$ cat config.mk
export PLATFORM = sky130hd
export DESIGN_NAME = fetch_ref_wr_ctrl
export DESIGN_NICKNAME = d
export VERILOG_FILES = /design/src/rtl/fetch_ref_wr_ctrl.sv
export SDC_FILE = /design/constraint.sdc
export NUM_CORES = 1
export LEC_CHECK = 0
export ABC_AREA = 1
export BUFFER_PORTS_ARGS = -buffer_cell sky130_fd_sc_hd__buf_2
export CORE_ASPECT_RATIO = 0.8
export CORE_MARGIN = 4
export CORE_UTILIZATION = 58
export DETAILED_ROUTE_END_ITERATION = 6
export PLACE_DENSITY = 0.84
export REMOVE_ABC_BUFFERS = 1
export SYNTH_ARGS = -nofsm -noshare
export SYNTH_HDL_FRONTEND = slang
export SYNTH_SLANG_ARGS = --single-unit
$ cat constraint.sdc
create_clock -name clk -period 2.8 [get_ports clk]
set_clock_uncertainty 0.2 [all_clocks]
set_input_delay 0 -clock clk [delete_from_list [all_inputs] [get_ports clk]]
set_output_delay 0 -clock clk [all_outputs]
set_load 0.01 [all_outputs]
$ cat src/rtl/fetch_ref_wr_ctrl.sv
// fetch_ref_wr_ctrl: upstream write controller for the 64 x 48-pixel reference
// fetch buffer. Packs three 16-pixel beats into one row and writes it out.
// Optional macro FETCH_WR_PAD_EN: after a short job, the last real row is
// replicated into the remaining addresses (bottom-edge padding).
module fetch_ref_wr_ctrl #(
    parameter int PIXEL_WIDTH = 8,
    parameter int ROW_MAX     = 64
) (
    input  logic                       clk,
    input  logic                       rstn,
    input  logic                       start_i,
    input  logic [6:0]                 row_num_i,
    input  logic                       din_valid_i,
    input  logic [16*PIXEL_WIDTH-1:0]  din_data_i,
    output logic                       din_ready_o,
    output logic                       wrif_en_o,
    output logic [5:0]                 wrif_addr_o,
    output logic [48*PIXEL_WIDTH-1:0]  wrif_data_o,
    output logic                       busy_o,
    output logic                       done_o
);

    localparam int         BEAT_W  = 16 * PIXEL_WIDTH;
    localparam logic [6:0] ROW_LIM = 7'(ROW_MAX);

    typedef enum logic [1:0] {
        IDLE = 2'd0,
        LOAD = 2'd1,
        DONE = 2'd2
`ifdef FETCH_WR_PAD_EN
        , PAD = 2'd3
`endif
    } state_t;

    state_t              state;
    state_t              state_nxt;
    logic [6:0]          rows;
    logic [1:0]          beat_cnt;
    logic [5:0]          row_cnt;
    // Set once the last row's third beat is taken; holds off further beats
    // for the cycle in which that final write is on the port.
    logic                drain;
    logic [2*BEAT_W-1:0] pack;
    logic                accept;
    logic                third;
    logic                last_row;
`ifdef FETCH_WR_PAD_EN
    logic [6:0]          pad_cnt;
`endif

    assign accept   = din_valid_i && din_ready_o;
    assign third    = accept && (beat_cnt == 2'd2);
    assign last_row = ({1'b0, row_cnt} == (rows - 7'd1));

    // State register
    always_ff @(posedge clk or negedge rstn) begin
        if (!rstn) state <= IDLE;
        else       state <= state_nxt;
    end

    // Next-state decode
    always_comb begin
        state_nxt = state;
        case (state)
            IDLE: begin
                if (start_i) state_nxt = (row_num_i == 7'd0) ? DONE : LOAD;
            end
            LOAD: begin
                if (drain) begin
                    state_nxt = DONE;
`ifdef FETCH_WR_PAD_EN
                    if (rows < ROW_LIM) state_nxt = PAD;
`endif
                end
            end
`ifdef FETCH_WR_PAD_EN
            PAD: begin
                if (pad_cnt == ROW_LIM) state_nxt = DONE;
            end
`endif
            DONE:    state_nxt = IDLE;
            default: state_nxt = IDLE;
        endcase
    end

    // Handshake and status outputs decoded from state
    always_comb begin
        din_ready_o = (state == LOAD) && !drain;
        busy_o      = (state != IDLE);
        done_o      = (state == DONE);
    end

    // Job counters, beat packing and registered buffer write port
    always_ff @(posedge clk or negedge rstn) begin
        if (!rstn) begin
            rows        <= '0;
            beat_cnt    <= '0;
            row_cnt     <= '0;
            drain       <= 1'b0;
            pack        <= '0;
            wrif_en_o   <= 1'b0;
            wrif_addr_o <= '0;
            wrif_data_o <= '0;
`ifdef FETCH_WR_PAD_EN
            pad_cnt     <= '0;
`endif
        end else begin
            wrif_en_o <= 1'b0;
            if (state == IDLE && start_i) begin
                rows     <= (row_num_i > ROW_LIM) ? ROW_LIM : row_num_i;
                beat_cnt <= '0;
                row_cnt  <= '0;
                drain    <= 1'b0;
            end
            if (accept) begin
                case (beat_cnt)
                    2'd0:    pack[2*BEAT_W-1:BEAT_W] <= din_data_i;
                    2'd1:    pack[BEAT_W-1:0]        <= din_data_i;
                    default: begin
                        wrif_en_o   <= 1'b1;
                        wrif_addr_o <= row_cnt;
                        wrif_data_o <= {pack, din_data_i};
                    end
                endcase
                beat_cnt <= third ? 2'd0 : beat_cnt + 2'd1;
                if (third) begin
                    row_cnt <= row_cnt + 6'd1;
                    if (last_row) drain <= 1'b1;
                end
            end
`ifdef FETCH_WR_PAD_EN
            // Padding reuses wrif_data_o as-is: it still holds the last real row.
            if (state == LOAD && drain && rows < ROW_LIM) begin
                wrif_en_o   <= 1'b1;
                wrif_addr_o <= rows[5:0];
                pad_cnt     <= rows + 7'd1;
            end
            if (state == PAD && pad_cnt != ROW_LIM) begin
                wrif_en_o   <= 1'b1;
                wrif_addr_o <= pad_cnt[5:0];
                pad_cnt     <= pad_cnt + 7'd1;
            end
`endif
        end
    end

endmodule

### After elaboration in Yosys (flattened, before gate mapping)

Index checks and enable logic that the tools add are counted.

| operators by class | value |
|---|---|
| add/subtract/negate cells | 3 |
| $lt $le $gt $ge | 1 |
| equal/unequal tests | 7 |
| mux-type cells | 17 |
| bitwise operators | 1 |
| reduce and logical (&&, ||, !) cells | 15 |

Operators with widths:

| operator | count |
|---|---|
| 6-bit 2-to-1 mux | 3 |
| 2-bit 2-to-1 mux | 6 |
| 2-bit AND reduction | 4 |
| 6-bit by 7-bit equality test with 1-bit output | 1 |
| 7-bit > comparator, second input constant | 1 |
| 7-bit zero test | 1 |
| 7-bit 2-to-1 mux | 1 |
| 7-bit by 1-bit subtractor with 7-bit output, second input constant | 1 |
| 6-bit by 1-bit adder with 6-bit output, second input constant | 1 |
| 1-bit 2-to-1 mux | 6 |
| 2-bit by 1-bit equality test with 1-bit output, second input constant | 2 |
| 2-bit equality test, second input constant | 2 |
| 1-bit logical AND | 4 |
| 2-bit zero test | 2 |
| 2-bit inequality test, second input constant | 2 |
| 2-bit case mux with 2 select lines | 1 |
| 2-bit nonzero test | 2 |
| 2-bit by 1-bit adder with 2-bit output, second input constant | 1 |
| 2-bit OR reduction | 1 |
| 1-bit zero test | 1 |
| 1-bit NOT | 1 |

| storage, ports and cells | value |
|---|---|
| register bits after elaboration | 665 |
| input port bits | 139 |
| logic and storage cells | 54 |

### Depth between registers and ports, before layout

| logic depth | value |
|---|---|
| word-level depth | 6 |
| mapped depth | 11 |
| mapped depth without buffers | 11 |

### Least setup slack after synthesis

Ideal clock, no wire load.

| path | value |
|---|---|
| kind | reg-to-reg |
| start | register drain |
| end | register wrif_data_o[100] |
| arrival | 1.402 ns |
| data required time | 2.470 ns |
| setup slack | 1.068 ns |
| cell stages (with the launch flop) | 12 |
| buffers on the path | 3 |
| clock period less this slack | 1.732 ns |
| cell sequence | dfrtp_1 inv_1 nand2_2 nor2_4 nand2_2 nor2_4 inv_2 buf_6 buf_6 buf_2 nand2_1 o21ai_1 |

| between the ends | value |
|---|---|
| cells in the longest elaborated chain, start to end | 4 |

RTL lines:

| what | line | source |
|---|---|---|
| from (decl) | 42 | `logic drain;` |
| from (signal assigned) | 99 | `drain <= 1'b0;` |
| from (signal assigned) | 113 | `drain <= 1'b0;` |
| from (signal assigned) | 128 | `if (last_row) drain <= 1'b1;` |
| 1-bit zero test | 88 | `din_ready_o = (state == LOAD) && !drain;` |
| 1-bit logical AND | 88 |  |
| named net din_ready_o | 15 | `output logic din_ready_o,` |
| 1-bit logical AND | 51 | `assign accept = din_valid_i && din_ready_o;` |
| 2-bit AND reduction (no line) | - |  |
| to (signal assigned) | 122 | `wrif_data_o <= {pack, din_data_i};` |
| to (decl) | 18 | `output logic [48*PIXEL_WIDTH-1:0] wrif_data_o,` |

The timed path passes the listed nets, and every way through them passes these cells.
A chain may end at the register's enable or synchronous reset.

### Worst setup path after layout

| path | value |
|---|---|
| start | register state[1] |
| end | register rows[5] |

| between the ends | value |
|---|---|
| cells in the longest elaborated chain, start to end | 2 |

RTL lines:

| what | line | source |
|---|---|---|
| from (decl) | 35 | `state_t state;` |
| from (signal assigned) | 58 | `else state <= state_nxt;` |
| 2-bit zero test | 109 | `if (state == IDLE && start_i) begin` |
| 1-bit logical AND | 109 |  |
| to (signal assigned) | 110 | `rows <= (row_num_i > ROW_LIM) ? ROW_LIM : row_num_i;` |
| to (decl) | 37 | `logic [6:0] rows;` |

No other way between the ends.

==> impl_metrics.json <==
{
  "status": "finished, violations left",
  "violations": "DRC",
  "post-route-period-util_pct": 94.6,
  "clockBufferDepth": 3,
  "irDropWorstVdd_mv": 0.720,
  "end_kind": "flip-flop",
  "drv_slew": 0,
  "hold_viol_final": 0,
  "multiInputGateArea_mm2": 0.00685,
  "tightest_slew_ps": 997,
  "synth_top_cell_by_area": "dfrtp_1",
  "grt_usage_pct": 33.5,
  "post_cts_buffers": 0,
  "post-route-min-period_ps": 2650,
  "cts_htree_levels": 2,
  "critPathMaxFanout": 11,
  "grt_pass1_wl_um": 122000,
  "drtIter0Drc": 2311,
  "path_class": "flip-flop to flip-flop",
  "async_reset_ff_share_pct": 100,
  "first_global_vias": 22300,
  "die-area_mm2": 0.0461,
  "grt_busiest_layer": "met2",
  "use_met1_pct": 41.2,
  "utilization_pct": 75.9,
  "core_mm2": 0.0420,
  "post-dp-hpwl_um": 44500,
  "synth_most_common_cell": "nand2_1",
  "synth_cell_types": 25,
  "globalRouteMet3Util_pct": 8.66,
  "drive_above_1_share_pct": 20.7,
  "wl_per_cell_um": 20.1,
  "seq_area_frac_synth_pct": 67.2,
  "synth-seq-cells": 665,
  "worst_ep_required_time_ps": 3130,
  "final-setup-viol-count": 0,
  "nets": 3423,
  "pin_count": 533,
  "grt_max_degree": 161,
  "rsz0062_at_grt": "false",
  "cp-start-kind": "flip-flop",
  "via_per_inst": 5.63,
  "nFillCells": 2457,
  "arrival_ps": 2980,
  "die_w_um": 239,
  "syn_area_per_cell_um2": 9.46,
  "cts_tree": "yes",
  "synth_area_mm2": 0.0248,
  "hold_class": "primary input to flip-flop",
  "met2_usage_pct": 55.1,
  "vias": 21900,
  "gp_congestion": 0.847,
  "synth_area_leaders": "dfrtp_1, nand2_1, o21ai_0, inv_1, o21ai_1",
  "cts_inserted_buffers": 59,
  "path_clk_slew_ps": 70,
  "start_util_pct": 59.0,
  "total_power_uw": 37500,
  "max_cap_viol_count": 0,
  "antenna_left": 0,
  "yosysWarnings": 0,
  "synth_edf_count": 0,
  "portBuffers": 532,
  "maxSlewHeadroom_pct": 33.5,
  "leakage_uw": 0.0176,
  "cts_root_buf": "clkbuf_16",
  "cellPowerDensity_mw_per_mm2": 1180,
  "max_freq_mhz": 377,
  "wl_um": 77900,
  "first_pass_iters": 7,
  "seq_area_mm2": 0.0166,
  "syn_inst": 2617,
  "fp.dieH_um": 193,
  "drc": 9,
  "rows": 67,
  "synth_ff_type": "dfrtp_1",
  "ys_top_cells_by_count": "nand2_1, dfrtp_1, o21ai_0",
  "clk_latency_ps": 610,
  "area_growth_pct": 28.7,
  "grt-ovfl-total": 0,
  "antenna_found_initial": 1,
  "cts_sinks": 665,
  "yosys.area.top_type_share_pct": 67.2
}
[placed cells by master (no fill, tap or decap), drive strengths merged]
master / synthesis / routed
a21oi: 4 / 4
inv: 153 / 154
xnor2: 3 / 3
bufinv: 0 / 10
dfrtp: 665 / 665
nand4: 2 / 2
diode: 0 / 1
clkinv: 0 / 14
dlygate4sd3: 0 / 167
o22ai: 3 / 3
nand2: 1201 / 1201
nor3: 1 / 1
clkbuf: 58 / 85
xor2: 1 / 1
o21ai: 398 / 398
nor2: 19 / 19
nand3: 18 / 18
o31ai: 2 / 2
nand2b: 1 / 1
ha: 2 / 2
buf: 86 / 581
[state kept, by name, summed over array words and instances (netlist names)]
register     flops
beat_cnt         2
rows             7
pack           256
wrif_addr_o      6
state            2
wrif_data_o    384
row_cnt          6
drain            1
wrif_en_o        1
[cells by family after synthesis]
kind of cell	count (synthesis)	share of synthesized area, %
adder cells (fa/ha/maj)	2	0.101
AND/OR/NAND/NOR	1242	19.1
XOR/XNOR	4	0.141
buffers and inverters	297	5.24
flip-flops	665	67.2
AO/OA/AOI/OAI	407	8.26
[through the flow]
step | instance area [um^2] | worst slack [ps] | hold slack (ps) | cells | setup TNS (ps)
3_3_place_gp | 28000 | 573 | -156 | 3605 | 0
2_1_floorplan | 24000 | -6440 | -496 | 2473 | -2763770
5_1_grt | 31900 | 90.6 | 9.74 | 3884 | 0
6_report | 31900 | 150 | 24.2 | 3884 | 0
4_1_cts | 31900 | 70.9 | 1.89 | 3883 | 0
3_5_place_dp | 28000 | 498 | -162 | 3605 | 0
[final timing paths]
| kind | from | to | slack (ps) | depth (start not counted) |
|---|---|---|---|---|
| worst max-delay path | state[1] | rows[5] | 150 | 7 |
| worst min-delay path | din_data_i[29] | wrif_data_o[29] | 20 | 4 |
| worst max register to register | state[1] | rows[5] | 150 | 7 |
| worst min register to register | pack[64] | wrif_data_o[192] | 260 | 2 |
| max in group asynchronous | rstn | pack[2] | 1330 | 5 |
| min in group asynchronous | rstn | wrif_data_o[112] | 530 | 4 |
[final cells by class]
cell class	count	share of cell area (%)
diodes	1	0.00785
repair buffers	748	15.6
clock buffers	85	5.45
flip-flops and latches	665	52.2
well taps	552	2.17
clock inverters	25	1.22
inverters	153	1.83
multi-input cells	1655	21.5
[per-layer routing]
metal	up-vias	share of wire, %
met5	-	0
met4	0	6.3
met3	397	10
met2	1444	48
met1	10600	36
li1	9454	-
[worst max-delay path, cell delays in order, from the launching register on]
cell           delay, ps
dfrtp_1              440
nor2_1               200
nand2_2              200
inv_2                220
nand3_1              120
dlygate4sd3_1        590
nand2_1               60
dlygate4sd3_1        540
[timing repair]
action,CTS,global route
hold buffers,168,0
endpoints found under the setup margin,0,1
hold endpoints to repair,1060,0
gates resized for setup,0,2
[where the power goes]
| group | internal (uW) | switching (uW) | total, uW |
|---|---|---|---|
| clock | 5230 | 3690 | 8920 |
| sequential | 14000 | 2920 | 16900 |
| combinational | 4270 | 7340 | 11600 |
(Power assumes the default switching activity.)
